<file path="config.mk">
export PLATFORM = sky130hd
export DESIGN_NAME = spram_image_tx_flat
export DESIGN_NICKNAME = d
export VERILOG_FILES = /design/src/rtl/spram_image_tx_pkg.sv /design/src/rtl/spram_image_tx_if.sv /design/src/rtl/spram_image_tx_pix_byte_serializer.sv /design/src/rtl/spram_image_tx.sv /design/src/flat_wrapper.sv
export SDC_FILE = /design/constraint.sdc
export NUM_CORES = 1
export LEC_CHECK = 0
export BUFFER_PORTS_ARGS = -buffer_cell sky130_fd_sc_hd__buf_4
export CORE_ASPECT_RATIO = 0.8
export CORE_MARGIN = 2
export CORE_UTILIZATION = 53
export DETAILED_ROUTE_END_ITERATION = 8
export MAX_ROUTING_LAYER = met4
export PLACE_DENSITY = 0.84
export SLEW_MARGIN = 10
export SYNTH_ARGS = -nofsm -noshare
export SYNTH_HDL_FRONTEND = slang
export SYNTH_SLANG_ARGS = --single-unit
</file>
<file path="constraint.sdc">
create_clock -name clk -period 2.5 [get_ports clk]
set_input_delay 0.375 -clock clk [delete_from_list [all_inputs] [get_ports clk]]
set_output_delay 0.375 -clock clk [all_outputs]
set_load 0.005 [all_outputs]
</file>
<file path="src/rtl/spram_image_tx_pkg.sv">
// Shared definitions for the SPRAM image readback path: FSM encoding, frame size
// derivation and the 12-bit pixel byte format shared with the RX unpacker.
package spram_image_tx_pkg;

  localparam logic [2:0] ST_IDLE    = 3'd0;
  localparam logic [2:0] ST_REQ     = 3'd1;
  localparam logic [2:0] ST_WAIT    = 3'd2;
  localparam logic [2:0] ST_SEND_HI = 3'd3;
  localparam logic [2:0] ST_SEND_LO = 3'd4;
  localparam logic [2:0] ST_FIN     = 3'd5;

  // Pixel wire format: {HI_PAD, pix[11:8]} first, then pix[7:0].
  localparam logic [3:0] HI_PAD      = 4'h0;
  localparam logic       PHASE_HI    = 1'b0;
  localparam logic       PHASE_LO    = 1'b1;
  localparam logic       PHASE_FIRST = PHASE_HI;

  localparam int unsigned PIX_MAX = 65536;

  function automatic int unsigned pix_total(input int unsigned w, input int unsigned h);
    return w * h;
  endfunction

endpackage

</file>
<file path="src/rtl/spram_image_tx_if.sv">
// SPRAM port and UART TX byte stream as seen by the image readback block.
interface spram_image_tx_if;
  logic        spram_req;
  logic        spram_gnt;
  logic [15:0] spram_addr;
  logic        spram_ce;
  logic        spram_wre;
  logic [11:0] spram_rd_data;
  logic [7:0]  tx_data;
  logic        tx_valid;
  logic        tx_ready;

  modport master (
    output spram_req, spram_addr, spram_ce, spram_wre, tx_data, tx_valid,
    input  spram_gnt, spram_rd_data, tx_ready
  );

  modport slave (
    input  spram_req, spram_addr, spram_ce, spram_wre, tx_data, tx_valid,
    output spram_gnt, spram_rd_data, tx_ready
  );
endinterface

</file>
<file path="src/rtl/spram_image_tx_pix_byte_serializer.sv">
// Holds one 12-bit pixel and emits it as two bytes (hi then lo) over valid/ready.
module pix_byte_serializer
  import spram_image_tx_pkg::*;
(
  input  logic        clk,
  input  logic        rst_n,
  input  logic        load,
  input  logic [11:0] pix,
  output logic [7:0]  tx_data,
  output logic        tx_valid,
  input  logic        tx_ready,
  output logic        last_byte_accepted
);

  logic [11:0] pix_q, pix_d;
  logic        valid_q, valid_d;
  logic        phase_q, phase_d;
  logic        fire;

  always_comb begin
    pix_d   = pix_q;
    valid_d = valid_q;
    phase_d = phase_q;
    fire    = valid_q && tx_ready;
    // A load is only accepted between pixels so tx_data never changes under valid.
    if (load && !valid_q) begin
      pix_d   = pix;
      valid_d = 1'b1;
      phase_d = PHASE_FIRST;
    end else if (fire) begin
      if (phase_q == PHASE_HI) begin
        phase_d = PHASE_LO;
      end else begin
        valid_d = 1'b0;
        phase_d = PHASE_FIRST;
      end
    end
  end

  always_ff @(posedge clk) begin
    if (!rst_n) begin
      pix_q   <= '0;
      valid_q <= 1'b0;
      phase_q <= PHASE_FIRST;
    end else begin
      pix_q   <= pix_d;
      valid_q <= valid_d;
      phase_q <= phase_d;
    end
  end

  assign tx_data            = (phase_q == PHASE_HI) ? {HI_PAD, pix_q[11:8]} : pix_q[7:0];
  assign tx_valid           = valid_q;
  assign last_byte_accepted = fire && (phase_q == PHASE_LO);

endmodule

</file>
<file path="src/rtl/spram_image_tx.sv">
// Image readback: on start, reads pixels 0..W*H-1 from the shared SPRAM port and
// streams each as two bytes to the UART TX; supports abort and grant loss.
module spram_image_tx
  import spram_image_tx_pkg::*;
#(
  parameter int unsigned W      = 200,
  parameter int unsigned H      = 185,
  parameter int unsigned RD_LAT = 1
) (
  input  logic             clk,
  input  logic             rst_n,
  input  logic             start,
  input  logic             abort,
  spram_image_tx_if.master bus,
  output logic             busy,
  output logic             done,
  output logic [15:0]      pix_cnt
);

  localparam int unsigned PIX_TOTAL = pix_total(W, H);
  localparam logic [15:0] LAST_PIX  = 16'(PIX_TOTAL - 1);
  localparam logic [1:0]  LAT_END   = 2'(RD_LAT);

  if (PIX_TOTAL == 0 || PIX_TOTAL > PIX_MAX) begin : g_bad_size
    $error("spram_image_tx: W*H must be in 1..65536");
  end
  if (RD_LAT < 1 || RD_LAT > 3) begin : g_bad_lat
    $error("spram_image_tx: RD_LAT must be in 1..3");
  end

  logic [2:0]  state_q, state_d;
  logic [15:0] pix_cnt_q, pix_cnt_d;
  logic [15:0] addr_q, addr_d;
  logic        ce_q, ce_d;
  logic        busy_q, busy_d;
  logic        abort_q, abort_d;
  logic [1:0]  lat_q, lat_d;
  logic        ser_load;
  logic        ser_valid;
  logic        ser_last;
  logic [7:0]  ser_data;
  logic        abort_pend;

  assign abort_pend = abort_q || abort;

  always_comb begin
    state_d   = state_q;
    pix_cnt_d = pix_cnt_q;
    addr_d    = addr_q;
    ce_d      = ce_q;
    busy_d    = busy_q;
    abort_d   = abort_q;
    lat_d     = lat_q;
    ser_load  = 1'b0;
    if (state_q != ST_IDLE && abort) abort_d = 1'b1;
    case (state_q)
      ST_IDLE: begin
        if (start) begin
          state_d   = ST_REQ;
          busy_d    = 1'b1;
          pix_cnt_d = '0;
          abort_d   = 1'b0;
        end
      end
      ST_REQ: begin
        if (abort_pend) begin
          state_d = ST_FIN;
        end else if (bus.spram_gnt) begin
          addr_d  = pix_cnt_q;
          ce_d    = 1'b1;
          lat_d   = '0;
          state_d = ST_WAIT;
        end
      end
      ST_WAIT: begin
        // Grant loss beats a same-cycle capture: a read is only trusted if the grant held throughout.
        if (!bus.spram_gnt) begin
          ce_d    = 1'b0;
          state_d = ST_REQ;
        end else if (lat_q == LAT_END) begin
          ser_load = 1'b1;
          ce_d     = 1'b0;
          state_d  = ST_SEND_HI;
        end else begin
          lat_d = lat_q + 2'd1;
        end
      end
      ST_SEND_HI: begin
        if (ser_valid && bus.tx_ready) state_d = ST_SEND_LO;
      end
      ST_SEND_LO: begin
        if (ser_last) begin
          if (abort_pend || pix_cnt_q == LAST_PIX) begin
            state_d = ST_FIN;
          end else begin
            pix_cnt_d = pix_cnt_q + 16'd1;
            state_d   = ST_REQ;
          end
        end
      end
      ST_FIN: begin
        busy_d    = 1'b0;
        pix_cnt_d = '0;
        abort_d   = 1'b0;
        state_d   = ST_IDLE;
      end
      default: state_d = ST_IDLE;
    endcase
  end

  always_ff @(posedge clk) begin
    if (!rst_n) begin
      state_q   <= ST_IDLE;
      pix_cnt_q <= '0;
      addr_q    <= '0;
      ce_q      <= 1'b0;
      busy_q    <= 1'b0;
      abort_q   <= 1'b0;
      lat_q     <= '0;
    end else begin
      state_q   <= state_d;
      pix_cnt_q <= pix_cnt_d;
      addr_q    <= addr_d;
      ce_q      <= ce_d;
      busy_q    <= busy_d;
      abort_q   <= abort_d;
      lat_q     <= lat_d;
    end
  end

  pix_byte_serializer u_ser (
    .clk                (clk),
    .rst_n              (rst_n),
    .load               (ser_load),
    .pix                (bus.spram_rd_data),
    .tx_data            (ser_data),
    .tx_valid           (ser_valid),
    .tx_ready           (bus.tx_ready),
    .last_byte_accepted (ser_last)
  );

  assign bus.spram_req  = (state_q == ST_REQ) || (state_q == ST_WAIT);
  assign bus.spram_addr = addr_q;
  assign bus.spram_ce   = ce_q;
  assign bus.spram_wre  = 1'b0;
  assign bus.tx_data    = ser_data;
  assign bus.tx_valid   = ser_valid;
  assign busy           = busy_q;
  assign done           = (state_q == ST_FIN);
  assign pix_cnt        = pix_cnt_q;

endmodule
</file>
<file path="src/flat_wrapper.sv">
// flat-port wrapper written by rule: the top's interface ports become plain ports
module spram_image_tx_flat import spram_image_tx_pkg::*;
#(
  parameter int unsigned W      = 200,
  parameter int unsigned H      = 185,
  parameter int unsigned RD_LAT = 1
)
  (clk, rst_n, start, abort, busy, done, pix_cnt, bus_spram_req, bus_spram_addr, bus_spram_ce, bus_spram_wre, bus_tx_data, bus_tx_valid, bus_spram_gnt, bus_spram_rd_data, bus_tx_ready);
  spram_image_tx_if bus_i ();
  input  logic clk;
  input  logic rst_n;
  input  logic start;
  input  logic abort;
  output logic busy;
  output logic done;
  output logic [15:0] pix_cnt;
  output wire logic [$bits(bus_i.spram_req)-1:0] bus_spram_req;
  output wire logic [$bits(bus_i.spram_addr)-1:0] bus_spram_addr;
  output wire logic [$bits(bus_i.spram_ce)-1:0] bus_spram_ce;
  output wire logic [$bits(bus_i.spram_wre)-1:0] bus_spram_wre;
  output wire logic [$bits(bus_i.tx_data)-1:0] bus_tx_data;
  output wire logic [$bits(bus_i.tx_valid)-1:0] bus_tx_valid;
  input wire logic [$bits(bus_i.spram_gnt)-1:0] bus_spram_gnt;
  input wire logic [$bits(bus_i.spram_rd_data)-1:0] bus_spram_rd_data;
  input wire logic [$bits(bus_i.tx_ready)-1:0] bus_tx_ready;
  assign bus_spram_req = bus_i.spram_req;
  assign bus_spram_addr = bus_i.spram_addr;
  assign bus_spram_ce = bus_i.spram_ce;
  assign bus_spram_wre = bus_i.spram_wre;
  assign bus_tx_data = bus_i.tx_data;
  assign bus_tx_valid = bus_i.tx_valid;
  assign bus_i.spram_gnt = bus_spram_gnt;
  assign bus_i.spram_rd_data = bus_spram_rd_data;
  assign bus_i.tx_ready = bus_tx_ready;
  spram_image_tx #(.W(W), .H(H), .RD_LAT(RD_LAT)) u_core (.clk(clk), .rst_n(rst_n), .start(start), .abort(abort), .bus(bus_i), .busy(busy), .done(done), .pix_cnt(pix_cnt));
endmodule
</file>
==> results of run 1 <==
-- critical path, delay by kind of cell, from the launching register on --
kind	cells	cell delay, ns
compound gates	1	0.25
fa+ha+maj	1	0.23
flops	1	0.44
simple gates	3	1.01
-- cell type report --
type,instances,area [sq um],share of cell area
clock buffer,6,82.6,0.0252
clock inverter,2,38.8,0.0118
inverter,12,45.0,0.0137
multi-input combinational,229,1440,0.439
sequential,54,1080,0.329
tap,62,77.6,0.0236
timing repair buffer,69,518,0.158
-- cells in the mapped netlist (all sizes together), types with 7 or more instances --
cell,n,area [sq um]
nor4,10,62.6
clkbuf,11,42.5
dfxtp,54,1080
nand3,8,40.0
inv,12,45.0
nor3,7,46.3
nor2,26,97.6
nand4,9,77.6
and3,7,43.8
mux2i,13,130
a21oi,23,115
nand2,45,169
o211ai,9,67.6
buf,8,57.6
-- per-stage QoR --
step / util / area, sq um / worst slack (ns)
after floorplan: - / 2670 / 0.659
after global placement: 0.643 / 3160 / 0.578
after detailed placement: 0.643 / 3160 / 0.488
after CTS: 0.667 / 3280 / 0.469
after global routing: 0.667 / 3280 / 0.346
final: 0.667 / 3280 / 0.469
-- power breakdown --
group	switching (W)	leakage (nW)	internal, W	total (W)
Sequential	0.0000372	0.436	0.000874	0.000912
Combinational	0.000108	0.800	0.0000967	0.000204
Clock	0.000303	0.0618	0.000330	0.000633
-- sequential cells by signal (all words and copies together), names as in the netlist --
register	cells
u_core.bus.spram_addr	16
u_core.state_q	3
u_core.lat_q	2
u_core.busy	1
u_core.pix_cnt	16
u_core.u_ser.pix_q	12
u_core.u_ser.phase_q	1
u_core.u_ser.tx_valid	1
u_core.abort_q	1
u_core.bus.spram_ce	1
-- logic make-up (layout without fill, tap and decap cells) --
family,after synthesis,count (layout),share of synthesized area
AO/OA/AOI/OAI,61,61,0.157
XOR/XNOR,2,2,0.00657
adder cells (fa/ha/maj),2,2,0.00938
buffers and inverters,31,89,0.0544
flip-flops,54,54,0.405
multiplexers,18,18,0.0699
other,1,1,0.00141
AND/OR/NAND/NOR,145,145,0.296
-- routing by layer --
| metal | vias to the layer above | GRT usage |
|---|---|---|
| met5 | - | - |
| met4 | 0 | 0.0717 |
| met3 | 8 | 0.0550 |
| met2 | 115 | 0.357 |
| met1 | 1201 | 0.343 |
| li1 | 1248 | - |
-- path summary, 6_finish.rpt --
| path | start | end | depth (start not counted) |
|---|---|---|---|
| max | u_core.pix_cnt[0] | u_core.pix_cnt[12] | 5 |
| min | bus_spram_rd_data[5] | u_core.u_ser.pix_q[5] | 3 |
| max reg2reg | u_core.pix_cnt[0] | u_core.pix_cnt[12] | 5 |
| min reg2reg | u_core.bus.spram_addr[5] | u_core.bus.spram_addr[5] | 2 |
==> impl_metrics.env, run 1 <==
export IMPL_drive_above_1_share=0.250
export IMPL_p_total_w=0.00175
export IMPL_grt_total_usage=0.245
export IMPL_routedWlPerCell_um=15.3
export IMPL_ys_flop_type="dfxtp_1"
export IMPL_seq_area_frac_synth=0.405
export IMPL_grt_start_max_net_pins=32
export IMPL_grt_pass1_wl_um=10700
export IMPL_p_per_area_mw_per_mm2=533
export IMPL_clock_latency_ns=0.31
export IMPL_critPathLaunchType="register"
export IMPL_r2r_setup_slack_ns=0.47
export IMPL_vias_per_cell=5.93
export IMPL_fin_crit_sh=0.813
export IMPL_num_nets_final=391
export IMPL_highest_layer="met4"
export IMPL_hold_viol_final=0
export IMPL_die_h_um=67.4
export IMPL_numCtsBuffers=5
export IMPL_synth_cells=314
export IMPL_die_w_um=83.3
export IMPL_async_reset_ff_frac=0
export IMPL_syn_area_per_cell_sq_um=8.49
export IMPL_final_cell_mix="buf_4 (69), dfxtp_1 (54), nand2_1 (45)"
export IMPL_hp_class="input port to register"
export IMPL_wirelength_um=6660
export IMPL_gp_congestion=0.925
export IMPL_cts_resized=0
export IMPL_cts_tree="yes"
export IMPL_syn2layout_area_growth_pct=23.1
export IMPL_synth_cell_types=57
export IMPL_post_cts_buffers=0
export IMPL_required_ns=2.71
export IMPL_num_vias=2572
export IMPL_hpwl_um=4730
export IMPL_crit_path_end_kind="register"
export IMPL_routed_wl_met3_um=559
export IMPL_crit_type="register to register"
export IMPL_fillers=410
export IMPL_dp_cells=426
export IMPL_synth_nets=334
export IMPL_worstMarginPinSlew_ns=0.631
export IMPL_max_slew_margin=0.577
export IMPL_post_route_min_period_ns=2.03
export IMPL_clock_skew_ns=0.00384
export IMPL_critical_path_slowest_cell="or4_1"
export IMPL_ys_seq_elements=54
export IMPL_core_area_sq_mm=0.00492
export IMPL_ir_drop_uv=329
export IMPL_report_final_slew_viol_count=0
export IMPL_finalNonFillerCells=434
export IMPL_finalSetupViolCount=0
export IMPL_grt_overflow=0
export IMPL_cts_max_level=2
export IMPL_cp_cell_sequence="ha_1 -> nand3_1 -> or4_1 -> and3_1 -> a221o_1"
export IMPL_rsz0062_at_grt="false"
export IMPL_cp_max_fo=9
export IMPL_grt_pass1_vias=2154
export IMPL_diodes=0
export IMPL_dieArea_sq_mm=0.00562
export IMPL_clock_fmax_ghz=0.492
export IMPL_start_util=0.542
export IMPL_antenna_found_initial=0
export IMPL_path_clk_slew_ns=0.10
export IMPL_drc=0
export IMPL_rows=23
export IMPL_wl_met1_um=3110
export IMPL_hold_buffers=0
export IMPL_status="finished clean"
export IMPL_ys_warn_count=0
export IMPL_max_cap_viol_count=0
export IMPL_antenna_left=0
export IMPL_cts_max_path_buffers=2
export IMPL_synth_edff_count=0
export IMPL_whs_ns=0.292
export IMPL_cts_sink_count=54
export IMPL_synthesis_area_sq_mm=0.00267
export IMPL_io_buffers=62
export IMPL_p_leak_nw=1.30
export IMPL_wl_met2_um=2910
export IMPL_drt_iter0_drc=205
export IMPL_critPathMaxStageDelay_ns=0.56
export IMPL_setup_tns_ns=0
export IMPL_crit_arrival_ns=2.24
export IMPL_io_pins=64
export IMPL_dr_pass1_iters=6
export IMPL_cts_root_buf="clkbuf_8"
export IMPL_final_common_cell="buf_4"
Power figures use the tool's default switching activity.
==> run 2, diff against run 1 <==
Clock period 2.5 ns to 1.9 ns, I/O delays scaled along.
==> impl_metrics.env, run 2 (same netlist as run 1, synthesis figures left out) <==
export IMPL_status="finished clean"
export IMPL_cts_sink_count=54
export IMPL_rsz0062_at_grt="false"
export IMPL_crit_reg2reg_launch="u_core.pix_cnt[3]"
export IMPL_internal_power_w=0.00156
export IMPL_dieArea_sq_mm=0.00562
export IMPL_required_ns=2.12
export IMPL_p_comb_frac=0.151
export IMPL_drive_above_1_share=0.303
export IMPL_min_path_cells=3
export IMPL_routedWlPerCell_um=15.3
export IMPL_wirelength_um=6940
export IMPL_antenna_found_initial=0
export IMPL_cp_max_fo=8
export IMPL_clock_skew_ns=0.00855
export IMPL_hpwl_um=5210
export IMPL_p_seq_frac=0.546
export IMPL_r2r_setup_slack_ns=0.09
export IMPL_crit_family="simple AND/OR/NAND/NOR gates"
export IMPL_critPathMaxStageDelay_ns=0.45
export IMPL_p_leak_nw=1.39
export IMPL_ff2ff_path_depth=4
export IMPL_grt_start_max_net_pins=32
export IMPL_cts_max_level=2
export IMPL_finalSetupViolCount=0
export IMPL_post_route_min_period_ns=1.81
export IMPL_final_common_cell="buf_4"
export IMPL_report_final_slew_viol_count=0
export IMPL_fin_crit_sh=0.953
export IMPL_drc=0
export IMPL_grt_overflow=0
export IMPL_hp_class="input port to register"
export IMPL_grt_total_usage=0.260
export IMPL_setup_tns_ns=0
export IMPL_path_clk_slew_ns=0.09
export IMPL_drt_iter0_drc=253
export IMPL_die_w_um=83.3
export IMPL_clock_fmax_ghz=0.552
export IMPL_crit_path_end_kind="register"
export IMPL_rows=23
export IMPL_core_area_sq_mm=0.00492
export IMPL_cts_resized=0
export IMPL_max_cap_viol_count=0
export IMPL_die_h_um=67.4
export IMPL_clkPwrFrac=0.304
export IMPL_crit_type="register to register"
export IMPL_r2r_end="u_core.pix_cnt[2]"
export IMPL_vias_per_cell=5.73
export IMPL_post_cts_buffers=0
export IMPL_ir_drop_uv=442
export IMPL_whs_ns=0.191
export IMPL_num_nets_final=413
export IMPL_gp_congestion=0.909
export IMPL_dr_pass1_iters=4
export IMPL_io_buffers=62
export IMPL_final_cell_mix="buf_4 (89), dfxtp_1 (51), nand2_1 (45)"
export IMPL_io_pins=64
export IMPL_critical_path_slowest_cell="nor4_1"
export IMPL_hold_viol_final=0
export IMPL_grt_pass1_vias=2300
export IMPL_path_buf_inv=0
export IMPL_clock_latency_ns=0.33
export IMPL_p_switching_w=0.000598
export IMPL_sw_frac_of_total=0.277
export IMPL_num_vias=2607
export IMPL_cts_tree="yes"
export IMPL_start_util=0.542
export IMPL_critPathLaunchType="register"
export IMPL_cts_max_path_buffers=2
export IMPL_hold_buffers=0
export IMPL_syn2layout_area_growth_pct=28.9
export IMPL_cp_cell_sequence="nor4_1 -> nand4_2 -> and3_1 -> a221o_1"
export IMPL_antenna_left=0
export IMPL_crit_arrival_ns=2.03
export IMPL_hold_end="u_core.u_ser.pix_q[7]"
export IMPL_grt_pass1_wl_um=11200
export IMPL_p_per_area_mw_per_mm2=628
export IMPL_hp_start="bus_spram_rd_data[7]"
export IMPL_diodes=0
export IMPL_numCtsBuffers=5
export IMPL_cts_root_buf="clkbuf_8"
## run 2: worst max-delay path by stage
stage	endpoint	slack, ns	depth (start not counted)	startpoint
final	u_core.pix_cnt[2]	0.09	4	u_core.pix_cnt[3]
after floorplan	u_core.pix_cnt[12]	0.06	5	u_core.pix_cnt[0]
after global routing	u_core.pix_cnt[12]	0.02	5	u_core.pix_cnt[0]
after global placement	u_core.pix_cnt[9]	0.11	4	u_core.pix_cnt[3]
after detailed placement	u_core.u_ser.pix_q[0]	0.08	5	u_core.state_q[1]
after CTS	u_core.u_ser.pix_q[0]	0.06	5	u_core.state_q[1]
## run 2: worst reg2reg max path, delay by kind of cell, from the launching register on
family	cells	cell delay, ns
simple gates	3	0.96
flops	1	0.42
compound gates	1	0.32
## run 2: per-layer routing
layer / track usage / up-vias / part of all wire
li1: - / 1297 / -
met1: 0.353 / 1222 / 0.47
met2: 0.400 / 81 / 0.44
met4: 0.0840 / 0 / 0.012
met3: 0.0452 / 7 / 0.070
met5: - / - / 0
## run 2: stage by stage
step	util	worst slack (ns)	power, W	cells	cell area [sq um]
finish	0.698	0.0886	0.00216	455	3440
global route	0.698	0.0233	0.00223	455	3440
CTS	0.696	0.0644	0.00215	455	3420
detailed placement	0.679	0.0839	0.00152	448	3340
global placement	0.679	0.106	0.00152	448	3340
floorplan	-	0.0593	0.00140	314	2670
## run 2: final cells by class
class	count	area, sq um
clock buffers	5	68.8
clock inverters	2	15.0
fillers	408	1490
inverters	12	45.0
multi-input cells	229	1450
flip-flops and latches	54	1080
well taps	62	77.6
repair buffers	91	699
## run 2: power by group through the flow
| stage | combinational (W) | clock (W) | sequential (W) |
|---|---|---|---|
| 2_1_floorplan | 0.000201 | 0 | 0.00119 |
| 3_3_place_gp | 0.000317 | 0 | 0.00120 |
| 3_5_place_dp | 0.000321 | 0 | 0.00120 |
| 4_1_cts | 0.000323 | 0.000654 | 0.00118 |
| 5_1_grt | 0.000355 | 0.000696 | 0.00118 |
| 6_report | 0.000325 | 0.000655 | 0.00118 |
